==> src/rtl/uart_pkg.sv <==
// Shared UART types and defaults for the RX and the future TX.
package uart_pkg;

    localparam int UART_OSR_DEF      = 16;
    localparam int UART_DIV_BITS_DEF = 16;
    localparam int UART_DATA_W_DEF   = 8;

    typedef enum logic [1:0] {
        PAR_NONE  = 2'b00,
        PAR_EVEN  = 2'b01,
        PAR_ODD   = 2'b10,
        PAR_NONE2 = 2'b11
    } parity_mode_t;

    typedef enum logic [2:0] {
        RX_IDLE,
        RX_START,
        RX_DATA,
        RX_PARITY,
        RX_STOP,
        RX_BREAK
    } rx_state_t;

    function automatic logic par_en(input parity_mode_t p);
        return (p == PAR_EVEN) || (p == PAR_ODD);
    endfunction

    function automatic logic maj3(input logic a, input logic b, input logic c);
        return (a & b) | (a & c) | (b & c);
    endfunction

endpackage

==> src/rtl/uart_rx_os_if.sv <==
// Received-word stream: valid/ready with parity/frame sideband.
interface uart_rx_os_if #(
    parameter int DATA_WIDTH_MAX = 8
) ();

    logic [DATA_WIDTH_MAX-1:0] m_data;
    logic                      m_valid;
    logic                      m_ready;
    logic                      m_err_parity;
    logic                      m_err_frame;

    modport master (
        output m_data,
        output m_valid,
        output m_err_parity,
        output m_err_frame,
        input  m_ready
    );

    modport slave (
        input  m_data,
        input  m_valid,
        input  m_err_parity,
        input  m_err_frame,
        output m_ready
    );

endinterface

==> src/rtl/uart_baud_tick.sv <==
// Oversample tick divider; clr holds the phase at zero.
module uart_baud_tick #(
    parameter int DIV_BITS = 16
) (
    input  logic                clk,
    input  logic                rst_n,
    input  logic                clr,
    input  logic [DIV_BITS-1:0] div,
    output logic                tick
);

    logic [DIV_BITS-1:0] cnt;

    // >= keeps the divider sane if div shrinks mid-count
    assign tick = !clr && (cnt >= div);

    always_ff @(posedge clk or negedge rst_n) begin
        if (!rst_n) begin
            cnt <= '0;
        end else if (clr || tick) begin
            cnt <= '0;
        end else begin
            cnt <= cnt + 1'b1;
        end
    end

endmodule

==> src/rtl/uart_rx_os.sv <==
// Oversampling UART receiver with valid/ready output and error flags.
// Define UART_RX_MAJORITY_EN for 2-of-3 majority bit decisions.
module uart_rx_os
    import uart_pkg::*;
#(
    parameter int DATA_WIDTH_MAX = UART_DATA_W_DEF,
    parameter int DIV_BITS       = UART_DIV_BITS_DEF,
    parameter int OSR            = UART_OSR_DEF,
    parameter int LEN_W          = $clog2(DATA_WIDTH_MAX) + 1
) (
    input  logic                clk,
    input  logic                rst_n,
    input  logic [DIV_BITS-1:0] cfg_div,
    input  logic [LEN_W-1:0]    cfg_len,
    input  logic [1:0]          cfg_parity,
    input  logic                cfg_stop2,
    input  logic                rx_i,
    uart_rx_os_if.master        m,
    output logic                err_overrun,
    output logic                break_det,
    output logic                busy
);

    localparam int OS_W  = $clog2(OSR);
    localparam int IDX_W = $clog2(DATA_WIDTH_MAX);
    localparam logic [OS_W-1:0]  C_HALF = OS_W'(OSR / 2 - 1);
    localparam logic [OS_W-1:0]  C_FULL = OS_W'(OSR - 1);
    localparam logic [LEN_W-1:0] L_MAX  = LEN_W'(DATA_WIDTH_MAX);

    rx_state_t                 state;
    logic                      rx_q1;
    logic                      rx_s;
    logic                      tick;
    logic                      bit_val;
    logic [OS_W-1:0]           os_cnt;
    logic [LEN_W-1:0]          bit_cnt;
    logic [LEN_W-1:0]          len_eff;
    logic [LEN_W-1:0]          len_q;
    parity_mode_t              par_q;
    logic                      stop2_q;
    logic                      stop_idx;
    logic [DATA_WIDTH_MAX-1:0] data_q;
    logic                      pbit_q;
    logic                      perr_q;
    logic                      ferr_q;

    always_ff @(posedge clk or negedge rst_n) begin
        if (!rst_n) begin
            rx_q1 <= 1'b1;
            rx_s  <= 1'b1;
        end else begin
            rx_q1 <= rx_i;
            rx_s  <= rx_q1;
        end
    end

    uart_baud_tick #(
        .DIV_BITS (DIV_BITS)
    ) u_tick (
        .clk   (clk),
        .rst_n (rst_n),
        .clr   (state == RX_IDLE),
        .div   (cfg_div),
        .tick  (tick)
    );

`ifdef UART_RX_MAJORITY_EN
    logic [1:0] s_hist;

    always_ff @(posedge clk or negedge rst_n) begin
        if (!rst_n) begin
            s_hist <= 2'b11;
        end else if (tick) begin
            s_hist <= {s_hist[0], rx_s};
        end
    end

    // window trails the decision tick so frame timing matches the plain build
    assign bit_val = maj3(s_hist[1], s_hist[0], rx_s);
`else
    assign bit_val = rx_s;
`endif

    assign len_eff = ((cfg_len == '0) || (cfg_len > L_MAX)) ? L_MAX : cfg_len;
    assign busy    = (state != RX_IDLE);

    always_ff @(posedge clk or negedge rst_n) begin
        if (!rst_n) begin
            state          <= RX_IDLE;
            os_cnt         <= '0;
            bit_cnt        <= '0;
            len_q          <= '0;
            par_q          <= PAR_NONE;
            stop2_q        <= 1'b0;
            stop_idx       <= 1'b0;
            data_q         <= '0;
            pbit_q         <= 1'b0;
            perr_q         <= 1'b0;
            ferr_q         <= 1'b0;
            m.m_data       <= '0;
            m.m_valid      <= 1'b0;
            m.m_err_parity <= 1'b0;
            m.m_err_frame  <= 1'b0;
            err_overrun    <= 1'b0;
            break_det      <= 1'b0;
        end else begin
            err_overrun <= 1'b0;
            break_det   <= 1'b0;
            if (m.m_valid && m.m_ready) begin
                m.m_valid <= 1'b0;
            end

            unique case (state)
                RX_IDLE: begin
                    os_cnt   <= '0;
                    stop_idx <= 1'b0;
                    if (!rx_s) begin
                        state   <= RX_START;
                        len_q   <= len_eff;
                        par_q   <= parity_mode_t'(cfg_parity);
                        stop2_q <= cfg_stop2;
                        data_q  <= '0;
                        pbit_q  <= 1'b0;
                        perr_q  <= 1'b0;
                        ferr_q  <= 1'b0;
                    end
                end

                RX_START: begin
                    if (tick) begin
                        if (os_cnt == C_HALF) begin
                            os_cnt  <= '0;
                            bit_cnt <= '0;
                            state   <= bit_val ? RX_IDLE : RX_DATA;
                        end else begin
                            os_cnt <= os_cnt + 1'b1;
                        end
                    end
                end

                RX_DATA: begin
                    if (tick) begin
                        if (os_cnt == C_FULL) begin
                            os_cnt <= '0;
                            data_q[bit_cnt[IDX_W-1:0]] <= bit_val;
                            if (bit_cnt == len_q - 1'b1) begin
                                state <= par_en(par_q) ? RX_PARITY : RX_STOP;
                            end else begin
                                bit_cnt <= bit_cnt + 1'b1;
                            end
                        end else begin
                            os_cnt <= os_cnt + 1'b1;
                        end
                    end
                end

                RX_PARITY: begin
                    if (tick) begin
                        if (os_cnt == C_FULL) begin
                            os_cnt <= '0;
                            pbit_q <= bit_val;
                            perr_q <= ((^data_q) ^ bit_val) != (par_q == PAR_ODD);
                            state  <= RX_STOP;
                        end else begin
                            os_cnt <= os_cnt + 1'b1;
                        end
                    end
                end

                RX_STOP: begin
                    if (tick) begin
                        if (os_cnt == C_FULL) begin
                            os_cnt <= '0;
                            if (!stop_idx && !bit_val && (data_q == '0) && !pbit_q) begin
                                break_det <= 1'b1;
                                state     <= RX_BREAK;
                            end else if (!stop_idx && stop2_q) begin
                                ferr_q   <= !bit_val;
                                stop_idx <= 1'b1;
                            end else begin
                                state <= RX_IDLE;
                                if (!m.m_valid || m.m_ready) begin
                                    m.m_data       <= data_q;
                                    m.m_err_parity <= perr_q;
                                    m.m_err_frame  <= ferr_q | !bit_val;
                                    m.m_valid      <= 1'b1;
                                end else begin
                                    err_overrun <= 1'b1;
                                end
                            end
                        end else begin
                            os_cnt <= os_cnt + 1'b1;
                        end
                    end
                end

                RX_BREAK: begin
                    if (rx_s) begin
                        state <= RX_IDLE;
                    end
                end

                default: state <= RX_IDLE;
            endcase
        end
    end

endmodule
==> src/flat_wrapper.sv <==
// flat-port wrapper written by rule: the top's interface ports become plain ports
module uart_rx_os_flat import uart_pkg::*;
#(
    parameter int DATA_WIDTH_MAX = UART_DATA_W_DEF,
    parameter int DIV_BITS       = UART_DIV_BITS_DEF,
    parameter int OSR            = UART_OSR_DEF,
    parameter int LEN_W          = $clog2(DATA_WIDTH_MAX) + 1
)
  (clk, rst_n, cfg_div, cfg_len, cfg_parity, cfg_stop2, rx_i, err_overrun, break_det, busy, m_m_data, m_m_valid, m_m_err_parity, m_m_err_frame, m_m_ready);
  uart_rx_os_if #(.DATA_WIDTH_MAX(DATA_WIDTH_MAX)) m_i ();
  input  logic clk;
  input  logic rst_n;
  input  logic [DIV_BITS-1:0] cfg_div;
  input  logic [LEN_W-1:0] cfg_len;
  input  logic [1:0] cfg_parity;
  input  logic cfg_stop2;
  input  logic rx_i;
  output logic err_overrun;
  output logic break_det;
  output logic busy;
  output wire logic [$bits(m_i.m_data)-1:0] m_m_data;
  output wire logic [$bits(m_i.m_valid)-1:0] m_m_valid;
  output wire logic [$bits(m_i.m_err_parity)-1:0] m_m_err_parity;
  output wire logic [$bits(m_i.m_err_frame)-1:0] m_m_err_frame;
  input wire logic [$bits(m_i.m_ready)-1:0] m_m_ready;
  assign m_m_data = m_i.m_data;
  assign m_m_valid = m_i.m_valid;
  assign m_m_err_parity = m_i.m_err_parity;
  assign m_m_err_frame = m_i.m_err_frame;
  assign m_i.m_ready = m_m_ready;
  uart_rx_os #(.DATA_WIDTH_MAX(DATA_WIDTH_MAX), .DIV_BITS(DIV_BITS), .OSR(OSR), .LEN_W(LEN_W)) u_core (.clk(clk), .rst_n(rst_n), .cfg_div(cfg_div), .cfg_len(cfg_len), .cfg_parity(cfg_parity), .cfg_stop2(cfg_stop2), .rx_i(rx_i), .m(m_i), .err_overrun(err_overrun), .break_det(break_det), .busy(busy));
endmodule
==> config.mk <==
export PLATFORM = sky130hd
export DESIGN_NAME = uart_rx_os_flat
export DESIGN_NICKNAME = d
export VERILOG_FILES = /design/src/rtl/uart_pkg.sv /design/src/rtl/uart_rx_os_if.sv /design/src/rtl/uart_baud_tick.sv /design/src/rtl/uart_rx_os.sv /design/src/flat_wrapper.sv
export SDC_FILE = /design/constraint.sdc
export NUM_CORES = 1
export LEC_CHECK = 0
export BUFFER_PORTS_ARGS = -buffer_cell sky130_fd_sc_hd__buf_2
export CAP_MARGIN = 10
export CORE_ASPECT_RATIO = 1.75
export CORE_MARGIN = 5
export CORE_UTILIZATION = 59
export DETAILED_ROUTE_END_ITERATION = 6
export GPL_ROUTABILITY_DRIVEN = 0
export GPL_TIMING_DRIVEN = 0
export PLACE_DENSITY = 0.84
export SLEW_MARGIN = 10
export SYNTH_ARGS = -nofsm -noshare
export SYNTH_HDL_FRONTEND = slang
export SYNTH_SLANG_ARGS = --single-unit
==> constraint.sdc <==
create_clock -name clk -period 4.13 [get_ports clk]
set_input_delay 0.826 -clock clk [delete_from_list [all_inputs] [get_ports clk]]
set_output_delay 0.826 -clock clk [all_outputs]
set_load 0.05 [all_outputs]
After elaboration in Yosys (flattened, before gate mapping)
Cells that the tools add are included.

Add/sub/neg operators: 4. $mul: 0. Div/mod/pow operators: 0. Order comparisons: 4. Equal/unequal tests: 27. Shift operators: 0. Mux-type cells: 70. Bitwise operators: 5. Reduce and logical (&&, ||, !) cells: 36.

Operators by type and width (number): $mux 3 (14); $mux 4 (10); $mux 1 (31); $mux 8 (3); $pmux 3 s6 (1); $reduce_and 6->1 (3); $add 16x1->16 const B (1); $ge 16x16->1 (1); $mux 16 (1); $ne 2x1->1 const B (8); $pmux 8 s2 (1); $ne 2x2->1 const B (7); $pmux 4 s3 (1); $reduce_and 12->1 (1); $add 4x1->4 const B (2); $bwmux 8 (1); $logic_not 8->1 (1); $pmux 1 s2 (4); $pmux 4 s2 (1); $reduce_and 4->1 (2); $reduce_bool 2->1 (4); $reduce_xor 8->1 (1); $logic_and 1x1->1 (7); $eq 3x2->1 const B (2); other kinds (27) (38).

Register bits after elaboration: 61. Bits in latches: 0. Memory bits (writable): 0. Bits in read-only memories: 0. Input port bits: 27. Output and inout port bits: 14. Word-level logic and storage cells: 166. Memories: 0.

Depth between registers and ports, before layout
Depth after elaboration: 8. Depth in mapped cells: 10. Depth with buffers taken out: 9.

By module
Synthesis repeated with hierarchy kept, for this count alone.

Cell total of the unflattened synthesis: 381. Area, all modules: 3707.3 um^2.

Modules (own cells, without submodules): uart_rx_os (instances 1, cells an instance 256, area an instance 2522.4 um^2, sequential area each 1128.6 um^2); uart_baud_tick (instances 1, cells an instance 125, area an instance 1184.9 um^2, sequential area each 400.4 um^2).

Worst setup path before layout
No wires, ideal clock.

Path type: input -> register. Start: input port cfg_div[6]. End: register u_core.os_cnt[3]. Library setup time: 0.065 ns. Arrival: 2.692 ns. Path slack: 1.373 ns. Cell stages on the path: 8. Buffers on the path: 0. Path through: inv_1 > ha_1 > nand4_1 > o311a_4 > o21a_4 > maj3_2 > or4_1 > nand2_1.

Longest elaborated chain between the ends: 4.

RTL lines: from (decl) (RTL line flat_wrapper.sv:13) `input logic [DIV_BITS-1:0] cfg_div;`; $ge 16x16->1 (*) (RTL line uart_baud_tick.sv:15) `assign tick = !clr && (cnt >= div);`; $logic_and 1x1->1 (*) (RTL line uart_baud_tick.sv:15); $ne 2x1->1 (no line) or $ne 2x2->1 (tied branches); $reduce_and 3->1 (no line) (*); to (signal assigned) (RTL line uart_rx_os.sv:136) `os_cnt <= os_cnt + 1'b1;`; to (signal assigned) (RTL line uart_rx_os.sv:152) `os_cnt <= os_cnt + 1'b1;`; to (signal assigned) (RTL line uart_rx_os.sv:165) `os_cnt <= os_cnt + 1'b1;`; to (decl) (RTL line uart_rx_os.sv:35) `logic [OS_W-1:0] os_cnt;`.

Every way passes the cells marked *; elsewhere a longest branch is shown, timed or not. A chain may end at the register's enable or synchronous reset.

Worst setup path after layout
Start: register u_core.state[0]. End: output port busy.

Longest elaborated chain between the ends: 1.

RTL lines: from (decl) (RTL line uart_rx_os.sv:30) `rx_state_t state;`; from (signal assigned) (RTL line uart_rx_os.sv:134) `state <= bit_val ? RX_IDLE : RX_DATA;`; from (signal assigned) (RTL line uart_rx_os.sv:147) `state <= par_en(par_q) ? RX_PARITY : RX_STOP;`; $reduce_bool 3->1 (RTL line uart_rx_os.sv:85) `assign busy = (state != RX_IDLE);`; to (decl) (RTL line flat_wrapper.sv:20) `output logic busy;`.

No other way between the ends.

==> results.md <==
Worst hold path:
- The end point of the most critical hold path is u_core.bit_val.
- The worst hold path was traced through 0 stages.
- The type of the tightest min-delay check is flip-flop to flip-flop.
- The beginning of the worst hold path is u_core.rx_q1.

Setup path:
- The startpoint-to-endpoint class of the critical path is flip-flop to primary output.
- Data arrives at the worst endpoint at 2140 ps.
- The cell count of the worst reg-to-reg path is 8.
- The maximum net fanout on the critical path is 10.
- Setup slack on the worst reg-to-reg path comes out at 1320 ps.
- The endpoint type of the worst setup path is a primary output.
- The startpoint class of the critical path is a flip-flop.
- The critical path data required time is 3300 ps.
- The endpoint identified for the worst register-to-register timing path is u_core.data_q[0].
- The source of the worst register-to-register timing path is u_core.u_tick.cnt[9].

Synth:
- The share of flip-flops with an asynchronous set or reset after synthesis is 1.00.
- Summing every instance area after synthesis gives 3560 sq um.
- The share of the Yosys chip area taken by registers is 0.429.
- Dividing the synthesized area by the synthesized cell count gives 9.15 sq um.
- Counting every instance in the synthesized netlist gives 389.
- The number of warnings issued by yosys is 0.
- Counting every net in the synthesized netlist gives 441.
- Counting flops with a built-in enable in the synthesized netlist gives 0.
- The number of library cell types mapped by synthesis is 57.
- In the synthesized netlist the dominant register cell turns out to be sky130_fd_sc_hd__dfrtp_1.
- Counting flops and latches in the post-synthesis netlist gives 61.

STA:
- Setup violations remaining at the end of the flow were counted as 0.
- At the pin with the least slew margin, the transition time is 754 ps.
- In the finished design, the share of the clock period the worst path needs comes to 0.718.
- The number of hold-slack violations in the final timing report is 0.
- The final number of max-transition violations came to 0.
- The routed design could run at a clock period as short as 2970 ps.
- The tightest hold path in the finished design has a slack of 357 ps.
- The relative slew slack is 0.497.
- The setup skew after layout is 10.4 ps.
- Derived from the worst setup path, the maximum achievable clock frequency is 337 MHz.
- The summed negative setup slack over all endpoints is 0 ps.
- Setup repair after global routing left no endpoint under its margin.

Die:
- The die covers 7750 sq um.
- Measured along the x axis, the die boundary spans 68.7 um.
- Pin placement for this block handled 41 I/O pins.
- The floorplan step defined a core boundary enclosing 5880 sq um.
- In this run the vertical extent of the chip is 113 um.
- The initial utilization of the core area, before any placement, comes to 0.606.
- The number of placement rows is 37.

Power and ir drop:
- The maximum vdd drop is 0.483 mV.
- The total power density per cell area is 527 nW/um^2.
- The leakage component of the power is 0.00202 uW.

Detailed routing:
- The pre-antenna-repair detailed-routing pass consisted of 5 iterations.
- The post-detailed-route count of antenna-violating nets is 0.
- The detailed-route via count is 3088.
- The detail-routed via count per cell is 5.90.
- The total routed wirelength is 8320 um.
- After detailed routing, the average wire length per cell comes to 15.9 um.
- The violation count after the first detailed-routing iteration is 218.
- The post-detailed-route DRC marker count is 0.

Layout:
- In the final layout, the share of cells above drive strength 1 is 0.166.
- The total number of nets in the final design is 492.
- The number of antenna repair diodes is 0.
- Counting the fill cells in the layout gives 474.
- The finished layout cell area is 4120 sq um.
- The synthesis-to-finish area growth is 15.7%.

Clock tree:
- The number of buffers on the longest clock path is 2.
- The number of clock buffers added by TritonCTS is 9.
- The clock insertion delay at the later pin of the skew report is 350 ps.
- After clock tree synthesis, the flow added hold-fix buffers numbering 0.
- The post-cts repair resize count is 0.
- In this run the clock root is driven by a sky130_fd_sc_hd__clkbuf_8.
- After clock tree synthesis, the clock-pin slew on the worst setup and hold paths is 60 ps.
- The total setup buffers inserted after CTS is 0.
- TritonCTS built the clock tree.
- For this design, the sink count on the clock tree is 61.
- The clock tree synthesis step divided the H-tree into 3 levels.

Run status:
- The run finished with clean final reports.

Placed design:
- In this run the cell area measured after placement is 3860 sq um.
- The HPWL after detailed placement is 6360 um.
- During placement, the flow inserted port buffers numbering 40.

Global routing:
- The sum of overflow across all layers after global routing is 0.
- The wire length of the first global-routing pass is 14200 um.
- The overall global routing resource usage is 0.242.
- Entering global routing, the biggest net connects 62 pins.
- The number of antenna violations at the first check in global routing is 0.
- The via count of the first global-routing pass was 3276.

Job:
- Across the run, the number of max-cap violations was 0.
==> worst max-delay path, stage by stage, from the launching register on <==
cell and delay, ps:
sky130_fd_sc_hd__dfrtp_1 440, sky130_fd_sc_hd__clkbuf_1 260, sky130_fd_sc_hd__nor2_1 470, sky130_fd_sc_hd__nand2_1 320, sky130_fd_sc_hd__buf_2 300
==> worst max path at each step <==
stage	start	endpoint	slack, ps	cells after the start
after floorplan	cfg_div[6]	u_core.os_cnt[3]	1370	8
after global placement	cfg_div[9]	u_core.data_q[0]	880	10
after detailed placement	cfg_div[9]	u_core.data_q[0]	840	10
after CTS	cfg_div[9]	u_core.data_q[0]	1200	10
after global routing	u_core.state[0]	busy	1060	4
final	u_core.state[0]	busy	1160	4
==> synthesized netlist by cell type (3+ instances only) <==
cell type | count | area share
sky130_fd_sc_hd__clkbuf_1 | 8 | 0.0084
sky130_fd_sc_hd__nand3_1 | 17 | 0.024
sky130_fd_sc_hd__o21ai_0 | 30 | 0.042
sky130_fd_sc_hd__mux2_2 | 3 | 0.0095
sky130_fd_sc_hd__dfrtp_1 | 59 | 0.41
sky130_fd_sc_hd__nor3_1 | 8 | 0.011
sky130_fd_sc_hd__xnor2_1 | 11 | 0.027
sky130_fd_sc_hd__nor2_1 | 35 | 0.037
sky130_fd_sc_hd__and4_1 | 3 | 0.0074
sky130_fd_sc_hd__nand3b_1 | 4 | 0.0084
sky130_fd_sc_hd__a21o_1 | 3 | 0.0063
sky130_fd_sc_hd__a21oi_1 | 20 | 0.028
sky130_fd_sc_hd__nand4_1 | 4 | 0.0070
sky130_fd_sc_hd__and3_1 | 6 | 0.011
sky130_fd_sc_hd__nand2b_1 | 3 | 0.0053
sky130_fd_sc_hd__xor2_1 | 14 | 0.034
sky130_fd_sc_hd__a31oi_1 | 4 | 0.0070
sky130_fd_sc_hd__ha_1 | 25 | 0.088
sky130_fd_sc_hd__inv_1 | 35 | 0.037
sky130_fd_sc_hd__o22ai_1 | 5 | 0.0088
sky130_fd_sc_hd__o31ai_1 | 5 | 0.011
sky130_fd_sc_hd__nand2_1 | 37 | 0.039
sky130_fd_sc_hd__nor2b_1 | 3 | 0.0053
sky130_fd_sc_hd__buf_2 | 4 | 0.0056
sky130_fd_sc_hd__and2_1 | 3 | 0.0053
sky130_fd_sc_hd__o211ai_1 | 3 | 0.0063
==> registers in the layout, indices dropped and copies added (netlist names), 2 cells and up <==
register           cells
u_core.u_tick.cnt     16
u_core.data_q          8
u_core.m.m_data        8
u_core.bit_cnt         4
u_core.len_q           4
u_core.os_cnt          4
u_core.state           3
u_core.par_q           2
==> cell families after synthesis <==
group,count (synthesis),share of synthesized area
AND/OR/NAND/NOR,130,0.177
AO/OA/AOI/OAI,94,0.174
flip-flops,61,0.429
buffers and inverters,48,0.0520
adder cells (fa/ha/maj),26,0.0910
XOR/XNOR,25,0.0615
multiplexers,5,0.0151
==> where the power goes <==
part	switching (uW)	total [uW]	leakage, uW	internal, uW
sequential	83.4	768	0.000815	685
clock	236	671	0.000126	435
combinational	445	730	0.00108	285
==> cells in the final DEF, fill, tap and decap left out, types with 4 or more instances in the layout <==
| cell type | n |
|---|---|
| sky130_fd_sc_hd__and3_1 | 6 |
| sky130_fd_sc_hd__o22ai_1 | 5 |
| sky130_fd_sc_hd__inv_1 | 35 |
| sky130_fd_sc_hd__ha_1 | 25 |
| sky130_fd_sc_hd__xnor2_1 | 11 |
| sky130_fd_sc_hd__nand2_1 | 37 |
| sky130_fd_sc_hd__a21oi_1 | 20 |
| sky130_fd_sc_hd__o31ai_1 | 5 |
| sky130_fd_sc_hd__nand3_1 | 17 |
| sky130_fd_sc_hd__nor2_1 | 35 |
| sky130_fd_sc_hd__o21ai_0 | 30 |
| sky130_fd_sc_hd__buf_2 | 43 |
| sky130_fd_sc_hd__clkbuf_8 | 11 |
| sky130_fd_sc_hd__a31oi_1 | 4 |
| sky130_fd_sc_hd__clkbuf_1 | 8 |
| sky130_fd_sc_hd__nor3_1 | 8 |
| sky130_fd_sc_hd__xor2_1 | 14 |
| sky130_fd_sc_hd__nand4_1 | 4 |
| sky130_fd_sc_hd__dfrtp_1 | 59 |
| sky130_fd_sc_hd__nand3b_1 | 4 |
==> layer usage <==
metal  global-route usage  routed length [um]  vias to the layer above
li1                     -                   -                     1466
met1                0.236                2910                     1461
met2                0.430                4490                      127
met3               0.0556                 465                       34
met4                0.160                 457                        0
met5                    0                   0                        -
==> layout make-up <==
class	instances	area, sq um	area share
repair buffers	40	203	0.0492
clock inverters	5	106	0.0258
multi-input cells	280	1850	0.448
clock buffers	11	151	0.0368
flip-flops and latches	61	1530	0.371
well taps	78	97.6	0.0237
plain buffers	13	53.8	0.0131
inverters	35	131	0.0319
==> through the flow <==
step                      utilization  std cells  total power (uW)  setup slack, ps
after floorplan                     -        389              1290             1370
after global placement          0.656        507              1450              884
after detailed placement        0.657        507              1490              843
after CTS                       0.701        523              2170             1200
after global routing            0.701        523              2310             1060
final                           0.701        523              2170             1160
Power figures use the tool's default switching activity.
